==> src/rtl/alu_pkg.sv <==
// ---------------------------------------------------------------------------
// alu_pkg
// Shared types and constants for the templatized ALU and its result buffer.
//   NUM_UNITS / SEL_W : number of ALU sub-units and width of the unit select
//   alu_unit_e        : encoding of the unit select
//   alu_result_t      : one buffered ALU result at the default widths
// ---------------------------------------------------------------------------
package alu_pkg;

    localparam int ALU_WIDTH = 32;
    localparam int ALU_TAG_W = 4;
    localparam int NUM_UNITS = 3;
    localparam int SEL_W     = $clog2(NUM_UNITS);

    typedef enum logic [SEL_W-1:0] {
        ADD   = 'd0,
        BOOL  = 'd1,
        SHIFT = 'd2
    } alu_unit_e;

    typedef struct packed {
        logic [ALU_WIDTH-1:0] data;
        logic [SEL_W-1:0]     sel;
        logic [ALU_TAG_W-1:0] tag;
        logic                 zero;
        logic                 neg;
    } alu_result_t;

endpackage

==> src/rtl/alu_fifo_mem.sv <==
// ---------------------------------------------------------------------------
// alu_fifo_mem
// DEPTH x ENTRY_W register array backing the ALU result buffer.
// Single synchronous write port, asynchronous read port. Contents are not
// reset; the owner masks anything read from an empty buffer.
//   clk   : write clock, rising edge
//   we    : write enable
//   waddr : write address
//   wdata : write data
//   raddr : read address
//   rdata : read data (combinational)
// ---------------------------------------------------------------------------
module alu_fifo_mem
    import alu_pkg::*;
#(
    parameter int DEPTH   = 4,
    parameter int ENTRY_W = $bits(alu_result_t)
) (
    input  logic                     clk,
    input  logic                     we,
    input  logic [$clog2(DEPTH)-1:0] waddr,
    input  logic [ENTRY_W-1:0]       wdata,
    input  logic [$clog2(DEPTH)-1:0] raddr,
    output logic [ENTRY_W-1:0]       rdata
);

    logic [ENTRY_W-1:0] mem [DEPTH];

    always_ff @(posedge clk) begin
        if (we) begin
            mem[waddr] <= wdata;
        end
    end

    assign rdata = mem[raddr];

endmodule

==> src/rtl/alu_result_buffer.sv <==
// ---------------------------------------------------------------------------
// alu_result_buffer
// Captures each selected ALU result (with tag, source unit and derived
// zero/negative flags) into a DEPTH-entry FIFO for the writeback stage.
//   clk, rst_n        : clock (rising edge), asynchronous active-low reset
//   flush             : synchronous clear of all entries (wins over push/pop)
//   in_valid/in_ready : producer handshake, in_ready = !full
//   in_data/sel/tag   : ALU result, producing unit, request tag
//   out_valid/ready   : consumer handshake, out_valid = !empty
//   out_data/sel/tag  : head entry fields (zero while empty)
//   out_zero/out_neg  : flags captured with the head entry
//   count/full/empty  : occupancy status
// ---------------------------------------------------------------------------
module alu_result_buffer
    import alu_pkg::*;
#(
    parameter int WIDTH     = 32,
    parameter int DEPTH     = 4,
    parameter int TAG_W     = 4,
    parameter int NUM_UNITS = 3
) (
    input  logic                         clk,
    input  logic                         rst_n,
    input  logic                         flush,
    input  logic                         in_valid,
    output logic                         in_ready,
    input  logic [WIDTH-1:0]             in_data,
    input  logic [$clog2(NUM_UNITS)-1:0] in_sel,
    input  logic [TAG_W-1:0]             in_tag,
    output logic                         out_valid,
    input  logic                         out_ready,
    output logic [WIDTH-1:0]             out_data,
    output logic [$clog2(NUM_UNITS)-1:0] out_sel,
    output logic [TAG_W-1:0]             out_tag,
    output logic                         out_zero,
    output logic                         out_neg,
    output logic [$clog2(DEPTH):0]       count,
    output logic                         full,
    output logic                         empty
);

    localparam int PTR_W = $clog2(DEPTH);
    localparam int CNT_W = PTR_W + 1;
    localparam int SW    = $clog2(NUM_UNITS);
    localparam logic [CNT_W-1:0] DEPTH_C = CNT_W'(DEPTH);

    // Same field layout as alu_result_t, sized by this instance's parameters.
    typedef struct packed {
        logic [WIDTH-1:0] data;
        logic [SW-1:0]    sel;
        logic [TAG_W-1:0] tag;
        logic             zero;
        logic             neg;
    } entry_t;

    logic [PTR_W-1:0] wr_ptr;
    logic [PTR_W-1:0] rd_ptr;
    logic [CNT_W-1:0] cnt;
    logic             push;
    logic             pop;
    entry_t           wr_entry;
    entry_t           head;

    assign full      = (cnt == DEPTH_C);
    assign empty     = (cnt == '0);
    assign in_ready  = ~full;
    assign out_valid = ~empty;
    assign count     = cnt;

    // A push coinciding with flush is dropped, so it must not touch storage either.
    assign push = in_valid & in_ready & ~flush;
    assign pop  = out_valid & out_ready;

    // Flags are captured at push time and travel with the entry.
    always_comb begin
        wr_entry      = '0;
        wr_entry.data = in_data;
        wr_entry.sel  = in_sel;
        wr_entry.tag  = in_tag;
        wr_entry.zero = (in_data == '0);
        wr_entry.neg  = in_data[WIDTH-1];
    end

    alu_fifo_mem #(
        .DEPTH   (DEPTH),
        .ENTRY_W ($bits(entry_t))
    ) u_mem (
        .clk   (clk),
        .we    (push),
        .waddr (wr_ptr),
        .wdata (wr_entry),
        .raddr (rd_ptr),
        .rdata (head)
    );

    always_ff @(posedge clk or negedge rst_n) begin
        if (!rst_n) begin
            wr_ptr <= '0;
            rd_ptr <= '0;
            cnt    <= '0;
        end else if (flush) begin
            wr_ptr <= '0;
            rd_ptr <= '0;
            cnt    <= '0;
        end else begin
            if (push) begin
                wr_ptr <= wr_ptr + 1'b1;
            end
            if (pop) begin
                rd_ptr <= rd_ptr + 1'b1;
            end
            if (push && !pop) begin
                cnt <= cnt + 1'b1;
            end else if (pop && !push) begin
                cnt <= cnt - 1'b1;
            end
        end
    end

    // Unreset storage is hidden behind out_valid so an empty buffer reads as zero.
    always_comb begin
        out_data = '0;
        out_sel  = '0;
        out_tag  = '0;
        out_zero = 1'b0;
        out_neg  = 1'b0;
        if (out_valid) begin
            out_data = head.data;
            out_sel  = head.sel;
            out_tag  = head.tag;
            out_zero = head.zero;
            out_neg  = head.neg;
        end
    end

endmodule

==> config.mk <==
export PLATFORM = sky130hd
export DESIGN_NAME = alu_result_buffer
export DESIGN_NICKNAME = d
export VERILOG_FILES = /design/src/rtl/alu_pkg.sv /design/src/rtl/alu_fifo_mem.sv /design/src/rtl/alu_result_buffer.sv
export SDC_FILE = /design/constraint.sdc
export NUM_CORES = 1
export LEC_CHECK = 0
export CORE_UTILIZATION = 63
export CTS_CLUSTER_DIAMETER = 100
export DETAILED_ROUTE_END_ITERATION = 8
export DONT_BUFFER_PORTS = 1
export GPL_TIMING_DRIVEN = 0
export MAX_ROUTING_LAYER = met4
export PLACE_DENSITY = 0.79
export SLEW_MARGIN = 10
export SYNTH_ARGS = -nofsm -noshare
export SYNTH_HDL_FRONTEND = slang
export SYNTH_SLANG_ARGS = --single-unit
==> constraint.sdc <==
create_clock -name clk -period 2.91 [get_ports clk]
set_clock_uncertainty 0.2 [all_clocks]
set_input_delay 0.582 -clock clk [delete_from_list [all_inputs] [get_ports clk]]
set_output_delay 0.582 -clock clk [all_outputs]
set_load 0.005 [all_outputs]
==> metrics <==
met1 Usage GRT 30.1%; ranking of synthesized cells by area edfxtp_1 (70%), mux4_2 (13%), nor2b_1 (2.7%), dfrtp_1 (2.6%), nor2b_4 (2.1%); CP cell instances buf_2 > nor2_2 > nand2_1 > inv_2 > clkbuf_4 > nor2b_1 > buf_4; synth cell count leaders edfxtp_1 (156), mux4_2 (39), nor2b_1 (29); Longest Clk Path Bufs 2; WL per Instance between 20 and 25 um; instance count on the critical path 7; grt total ovfl 0; worst vdd ir between 0.0004 and 0.0005 V; Post-Synth XOR/XNOR Area 0.395%; Worst Tran Pin Value slightly above 0.6 ns; number of antenna violations at the first check in global routing 0; type of origin of the critical path flop; Cell Area, Synth between 6000 and 7000 sq um; Initial Util approximately 65%; Max-Slew Margin vs Limit 58.5%; Worst Setup SP count[1]$_DFFE_PN0P_; worst-skew pair later-pin latency between 0.5 and 0.6 ns; clock-pin slew on the worst setup and hold paths approximately 0.06 ns; Tcrit/Tclk final 95.9%; min Tclk post-route 2.79 ns; Async S/R FF share, synth under 10%; worst r2r src count[1]$_DFFE_PN0P_; largest family of logic cells by synthesized area multiplexers; Yosys warning total 0; ys flop type edfxtp_1; Die W between 100 and 150 um; GPL Wtd Cong approximately 0.79; flops & latches, synth approximately 160; synthesized net count between 300 and 400; Fmax approximately 360 MHz; pin count of the biggest net entering global routing 29; area share of the largest cell type after synthesis approximately 70%; max cap viols 0; IO buf count 0; Pwr Total 5.91 mW; multiplexer share of the synthesized area 13.4%; met2 usage 40.4%; vias in the first global route 3417; CP max stage delay 0.36 ns; first-pass GRT wire length 18.8 mm; EDFF count, synth 156; cell taking the most area after synthesis edfxtp_1; Worst Setup End Kind primary output; pwr dens 754 nW/um^2; Worst Setup EP out_data[31]; post-synthesis compound-gate area fraction 1.79%; R2R cell count 9; post-DP HPWL approximately 7.4 mm; critical path peak fanout 10; gr usage total about 25%; Worst EP arrival approximately 2 ns; fin area 7840 sq um; I/O pin total 90; 1st-iter DRT viols between 150 and 200; Distinct cells, synth 39; Syn Inst Count between 300 and 400; Largest delay share family, worst path buffers and inverters; Lkg Pwr roughly 2.6 nW; highest-delay cell along the critical path dfrtp_1; row cnt 37; router iterations before antenna repair 4; Final Hold Viols 0; share of synthesized cell area in full adder, half adder and majority cells 1.05%; Synth-to-Final Area Change 17.8%; synthesized-area fraction occupied by and/or/nand/nor cells between 7 and 8%; total CTS buffers 17; Critical Path RT between 2 and 2.5 ns; final max-slew violation count 0; clock sinks 163; GR met3 Demand/Resource under 10%; most frequent cell after synthesis edfxtp_1; flop2flop setup slack approximately 0.19 ns; final setup fails 0; RSZ-0062 raised after global routing no; Core Area slightly above 10000 sq um; drt drc 0; crit path kind reg2out; root buffer cell clkbuf_8; FF-to-FF End count[2]$_DFFE_PN0P_; sequential area share after synthesis 73.0%; Final nets about 440; post-route ant nets 0; Top Usage Layer GRT met2; CTS H-tree depth 4; die footprint roughly 11000 sq um; Via Count around 3300; CTS tree yes; setup bufs post-CTS 0; die height between 100 and 150 um; diodes inserted 0; Crit path buffers/inverters 4; dpl cell area just under 7000 sq um; DR vias/cell about 6.1; Hold Crit Class in2reg; share of layout cells above drive strength 1 roughly 28%; Post-Route WL between 10 and 15 mm; syn avg cell area 20.5 sq um; outcome finished clean
==> cell usage in the layout (no fill, tap or decap), types with 2 or more instances in the layout <==
master and n:
ha_1 4, nor4_1 8, nor2_1 4, nor2b_1 29
dlygate4sd3_1 39, inv_6 5, nand4_1 2, inv_2 2
mux4_2 39, buf_4 2, inv_1 7, o21ai_1 3
clkbuf_2 2, buf_2 8, clkinv_1 2, nand2_1 3
nand3_1 4, a21oi_1 4, clkinv_4 4, nor2b_4 10
edfxtp_1 156, buf_12 6, and2_2 4, dfrtp_1 7
clkinv_2 3, xor2_1 2, clkbuf_16 16, buf_6 3
==> worst min path at each step <==
stage | from | depth (start not counted) | endpoint | slack [ns]
6_report | flush | 2 | count[0]$_DFFE_PN0P_ | 0.14
5_1_grt | flush | 2 | count[0]$_DFFE_PN0P_ | 0.13
4_1_cts | flush | 2 | count[0]$_DFFE_PN0P_ | 0.12
3_5_place_dp | rst_n | 0 | count[1]$_DFFE_PN0P_ | 0.09
3_3_place_gp | rst_n | 0 | wr_ptr[0]$_DFFE_PN0P_ | 0.09
2_1_floorplan | rst_n | 0 | count[0]$_DFFE_PN0P_ | 0.09
==> through the flow <==
step / util, % / cells / setup WS (ns) / setup TNS [ns] / hold WS (ns)
finish: 76.3 / 536 / 0.119 / 0 / 0.144
global route: 76.3 / 536 / 0.0157 / 0 / 0.132
CTS: 76.3 / 536 / 0.0285 / 0 / 0.124
detailed placement: 67.3 / 465 / 0.213 / 0 / 0.0865
global placement: 66.4 / 461 / -0.473 / -72.97 / 0.0866
floorplan: - / 325 / 0.281 / 0 / 0.0864
==> flip-flops by register name (all words and copies together) (netlist names) <==
name,flops
rd_ptr,2
u_mem.mem,156
count,3
wr_ptr,2
==> worst reg2reg max path, delay by kind of cell, from the launching register on <==
family,cells,cell delay [ns]
AND/OR/NAND/NOR,4,0.82
AO/OA/AOI/OAI,2,0.48
adder cells (fa/ha/maj),1,0.42
flip-flops,1,0.39
buffers and inverters,2,0.30
==> timing repair <==
item,CTS,global route
hold buffers,39,0
hold endpoints to repair,159,0
resized for setup,3,2
endpoints found under the setup margin,16,1
==> cell type report <==
class	count	area, sq um
clock inverters	15	109
plain buffers	19	166
clock buffers	17	414
multi-input cells	134	1610
repair buffers	43	478
well taps	136	170
flip-flops and latches	163	4860
inverters	9	33.8
fillers	593	2440
==> cell families after synthesis <==
family                   count (synthesis)
flip-flops                             163
adder cells (fa/ha/maj)                  5
AND/OR/NAND/NOR                         70
buffers and inverters                   28
AO/OA/AOI/OAI                           16
multiplexers                            40
XOR/XNOR                                 3
==> power by group <==
part	internal (mW)	switching [mW]	leakage, nW	total [mW]
Sequential	2.68	0.0386	1.51	2.72
Combinational	0.595	0.636	0.798	1.23
Clock	1.05	0.905	0.259	1.96
Total	4.33	1.58	2.56	5.91
==> metal layers <==
layer,share of wire (%),up-vias,routed length (um)
li1,-,1431,-
met1,40,1691,4920
met2,52,120,6320
met3,6.2,20,757
met4,1.8,0,226
met5,0,-,0
Power figures use the tool's default switching activity.
==> edit 1: new RTL, same flow settings <==
Change the parameter `WIDTH` from 32 to 48.
--- a/src/rtl/alu_result_buffer.sv
+++ b/src/rtl/alu_result_buffer.sv
@@ -14,7 +14,7 @@
 module alu_result_buffer
     import alu_pkg::*;
 #(
-    parameter int WIDTH     = 32,
+    parameter int WIDTH     = 48,
     parameter int DEPTH     = 4,
     parameter int TAG_W     = 4,
     parameter int NUM_UNITS = 3
Ports: changed (resized in_data and out_data); port bits go from 90 to 122. No check against the original RTL was run, so the function may have changed too.
==> edit 1 against the original RTL <==
- worst setup slack worse by 0.015 ns
- total power is 32% higher
- cell area is 34% higher
- maximum frequency is 0.53% lower
- critical endpoint is now out_data[33]
- synthesized area is 35% higher
- non-clock buffer count is 21 higher
- sequential share of layout area is 2.6 points higher
- sequential cell count is 64 higher
- wire length is 43% higher
==> edit 1: results (changes against the original RTL) <==
[run_status]
status=completed

[clocking]
postCtsHoldBufs=55  ; +41%
cts_htree_levels=1  ; -3
numCtsBuffers=22  ; +5
insertion_delay_ns=0.49  ; -0.03 ns
post_cts_resized=1  ; -2
cts_root_buf=clkbuf_16
cts_buffer_depth=3  ; +1

[synthesis]
synth_edf_count=220  ; +41%
synth_nets=495  ; +33%
synthAdderAreaFrac_pct=0.781  ; -0.27 points
synth.mux.area_fraction_pct=13.9  ; +0.57 points
synth.area.top_cells=edfxtp_1, mux4_2, nor2b_1
synthArstFlopShare_pct=3.08  ; -1.2 points
synth_common_cells=edfxtp_1, mux4_2, nor2b_1, buf_2, nor4_1

[global_routing]
grt_pass1_vias=4708  ; +38%
grt.total_usage_pct=25.3  ; +0.47 points
grt_pass1_wl_mm=26.2  ; +40%

[route]
vias=4386  ; +34%
drt_iter0_markers=403  ; +120%

[timing]
layout_setup_ws_ns=0.104  ; -0.0150 ns
maxSlewHeadroom_pct=57.1  ; -1.4 points

[layout]
fin_nets=578  ; +33%
layout-drive-gt1-share_pct=22.1  ; -6.4 points
largest_reg_flops=220  ; +41%

[placed_design]
hpwl_mm=10.3  ; +40%
place_area_um2=9300  ; +34%
dp_slack_ns=0.0544  ; -0.159 ns
gp_congestion=0.741  ; -5.9%

[pwr]
power_leakage_nw=3.34  ; +30%
irDropWorstVdd_uv=553  ; +36%

[critical_path]
reg2reg_slack_ns=0.24  ; +0.05 ns
cpPeakStageDelay_ns=0.39  ; +0.03 ns
worstSetupEndpoint=out_data[33]
cp-startpoint=count[0]$_DFFE_PN0P_

[worst_hold_path]
hold_class=in2async

-- edit 1: layout make-up --
type                    instances  area share [%]
clock inverters                 5           0.202
clock buffers                  31            5.76
well taps                     180            2.14
repair buffers                 59            6.14
plain buffers                  24            1.61
inverters                       9           0.321
flip-flops and latches        227            64.5
multi-input cells             171            19.3
-- edit 1: metal layers --
metal  up-vias  GRT usage, %  share of wire, %
li1       1915             -                 -
met1      2252          32.7                39
met2       191          41.3                52
met3        28          5.12               7.5
met4         0          7.41               1.9
met5         -             -                 0
-- edit 1: stage by stage --
stage,setup TNS (ns),instances
3_3_place_gp,-40.93,611
2_1_floorplan,0,431
6_report,0,706
5_1_grt,0,706
4_1_cts,-1.47,706
3_5_place_dp,0,615
-- edit 1: power by group --
group          switching (mW)  internal (mW)  total [mW]
logic                   0.784          0.695        1.48
clock network            1.07           1.44        2.51
registers              0.0489           3.73        3.78
total                    1.91           5.86        7.77
==> edit 2: new RTL, same settings <==
Made on the original files. Put one more register stage on the output `count`, cleared by the reset. The value now appears one clock later. The other outputs are not delayed to match.
--- a/src/rtl/alu_result_buffer.sv
+++ b/src/rtl/alu_result_buffer.sv
@@ -65,7 +65,13 @@
     assign empty     = (cnt == '0);
     assign in_ready  = ~full;
     assign out_valid = ~empty;
-    assign count     = cnt;
+    always_ff @(posedge clk or negedge rst_n) begin
+        if (!rst_n) begin
+            count <= '0;
+        end else begin
+            count <= cnt;
+        end
+    end
 
     // A push coinciding with flush is dropped, so it must not touch storage either.
     assign push = in_valid & in_ready & ~flush;
Behaviour: not the same (a bounded check fails within 4 cycles, from zero or initial values and one cycle with rst_n low).
==> edit 2 against the original RTL <==
- total power up 15%
- maximum frequency is 1.0% lower
- cell area is 1.9% higher
- non-clock buffer count rose by 4
- sequential cell count grew 3
- wire length up 12%
- synthesized area grew 0.68%
- worst setup slack worse by 0.029 ns
- critical path type unchanged
- critical endpoint unchanged
==> edit 2: results (changes against the original RTL) <==
[run_status]
status=completed

[synthesis]
yosysSeqAreaShare_pct=73.6  ; +0.63 points
synthAdderAreaFrac_pct=1.05  ; -0.0071 points
synth_common_cells=edfxtp_1, and2_1, mux4_2, dfrtp_1, nor4_1
synth.distinct_cells=41  ; +5.1%
yosys_warnings=0  ; unchanged
avgSynthCellArea_um2=20.2  ; -1.4%
synth_ff_type=edfxtp_1
synth_nets=380  ; +1.9%
synth-xor-area-share_pct=0.261  ; -0.13 points
synth.mux.area_fraction_pct=13.2  ; -0.20 points
synth.area.top_cells=edfxtp_1, mux4_2, and2_1
synthArstFlopShare_pct=6.02  ; +1.7 points
synth_edf_count=156  ; unchanged
synth_compound_area_share_pct=2.03  ; +0.25 points

[layout]
fin_nets=444  ; +2.1%
stdcell_count=545  ; +1.7%
reg_top3=u_mem.mem x156, cnt x3, count x3
fill_cells=561  ; -5.4%
layout-drive-gt1-share_pct=24.7  ; -3.8 points
diodes=0  ; unchanged

[route]
top_layer=met4
drt_iter0_markers=252  ; +37%
via_per_inst=6.19  ; +1.7%
dr_wl_met2_mm=7.20  ; +14%
first_pass_iters=5  ; +1
drt_wl_total_mm=13.7  ; +12%
drc=0  ; unchanged
m1WireLength_mm=5.15  ; +4.7%
route.met3.wl_um=987  ; +30%

[placed_design]
dp_slack_ns=0.244  ; +0.0307 ns
io_buffers=0  ; unchanged
gp_congestion=0.771  ; -2.0%
hpwl_mm=7.66  ; +3.8%
place_area_um2=6980  ; +0.87%
dp.cells=472  ; +1.5%

[global_routing]
grt_pass1_vias=3598  ; +5.3%
grt_pass1_wl_mm=21.0  ; +12%
antenna_found_initial=0  ; unchanged
grt_max_degree=25  ; -14%
grt.total_usage_pct=28.3  ; +3.4 points

[critical_path]
critical-path-slowest-cell=or3_4
arrival_ns=2.04  ; +0.03 ns
cpPeakStageDelay_ns=0.42  ; +0.06 ns
cp_top_family=simple AND/OR/NAND/NOR gates
path_max_fanout=10  ; unchanged

[clocking]
insertion_delay_ns=0.53
cts.clk_slew.worst_paths_ns=0.06  ; about the same
numCtsBuffers=17  ; unchanged
cts_htree_levels=4  ; unchanged
cts_buffer_depth=2  ; unchanged
cts_root_buf=clkbuf_8

[worst_hold_path]
hold_class=in2reg

[pwr]
power_leakage_nw=2.65  ; +3.3%
irDropWorstVdd_uv=493  ; +21%
p_sw_share_pct=26.8  ; +0.074 points

[timing]
maxSlewHeadroom_pct=52.9  ; -5.6 points

[edit 2: cell types whose count changed after synthesis, moves of 2 or more]
cell / change
and2_1: +39
nor2b_1: -29
nor2b_4: -10
dfrtp_1: +3
o21ai_0: +3
inv_2: -2
o21ai_1: -2
[edit 2: final cells by class]
class                   count  area, µm²  area share [%]
flip-flops and latches    166       4930            61.8
multi-input cells         137       1560            19.5
repair buffers             45        508            6.36
clock buffers              21        449            5.62
plain buffers              21        191            2.40
well taps                 136        170            2.13
clock inverters            11        149            1.86
inverters                   8       32.5           0.407
[edit 2: what timing repair did]
item | 4_1_cts | 5_1_grt
gates resized for setup | 2 | 0
hold endpoints to repair | 162 | 0
setup buffers | 0 | 2
setup endpoints to repair | 16 | 1
hold buffers | 39 | 0
pin swaps | 0 | 0
[edit 2: power by group through the flow]
stage          logic (mW)  clock network, mW  registers, mW
2_1_floorplan        1.30                  0           2.86
3_3_place_gp         1.60                  0           2.87
3_5_place_dp         1.64                  0           2.88
4_1_cts              1.75               2.26           2.83
5_1_grt              1.88               2.36           2.84
6_report             1.75               2.24           2.83
[edit 2: path summary, 6_finish.rpt]
path,startpoint,endpoint,slack [ns],depth (start not counted)
max,cnt[0]$_DFFE_PN0P_,out_data[31],0.09,5
min,out_ready,cnt[0]$_DFFE_PN0P_,0.10,3
max reg2reg,cnt[1]$_DFFE_PN0P_,cnt[2]$_DFFE_PN0P_,0.26,10
min reg2reg,cnt[0]$_DFFE_PN0P_,count[0]$_DFF_PN0_,0.19,0
max in group asynchronous,rst_n,rd_ptr[0]$_DFFE_PN0P_,1.94,1
min in group asynchronous,rst_n,count[1]$_DFF_PN0_,0.24,1
[edit 2: kinds of logic (layout without fill, tap and decap cells)]
group                    Yosys count  after routing
AND/OR/NAND/NOR                   72             72
AO/OA/AOI/OAI                     19             19
flip-flops                       166            166
buffers and inverters             29            106
multiplexers                      39             39
XOR/XNOR                           2              2
adder cells (fa/ha/maj)            5              5
[edit 2: layer usage]
metal,global-route usage [%],vias to the layer above
met5,-,-
met4,12.1,0
met3,7.36,25
met2,45.5,175
met1,34.5,1717
li1,-,1456
[edit 2: worst register-to-register path, delay by kind of cell (launching register included)]
family | cells | cell delay [ns]
DFF | 1 | 0.39
adders and majority gates | 1 | 0.43
AOI/OAI and AO/OA | 2 | 0.35
buffers and inverters | 3 | 0.36
and+or+nand+nor | 4 | 0.80
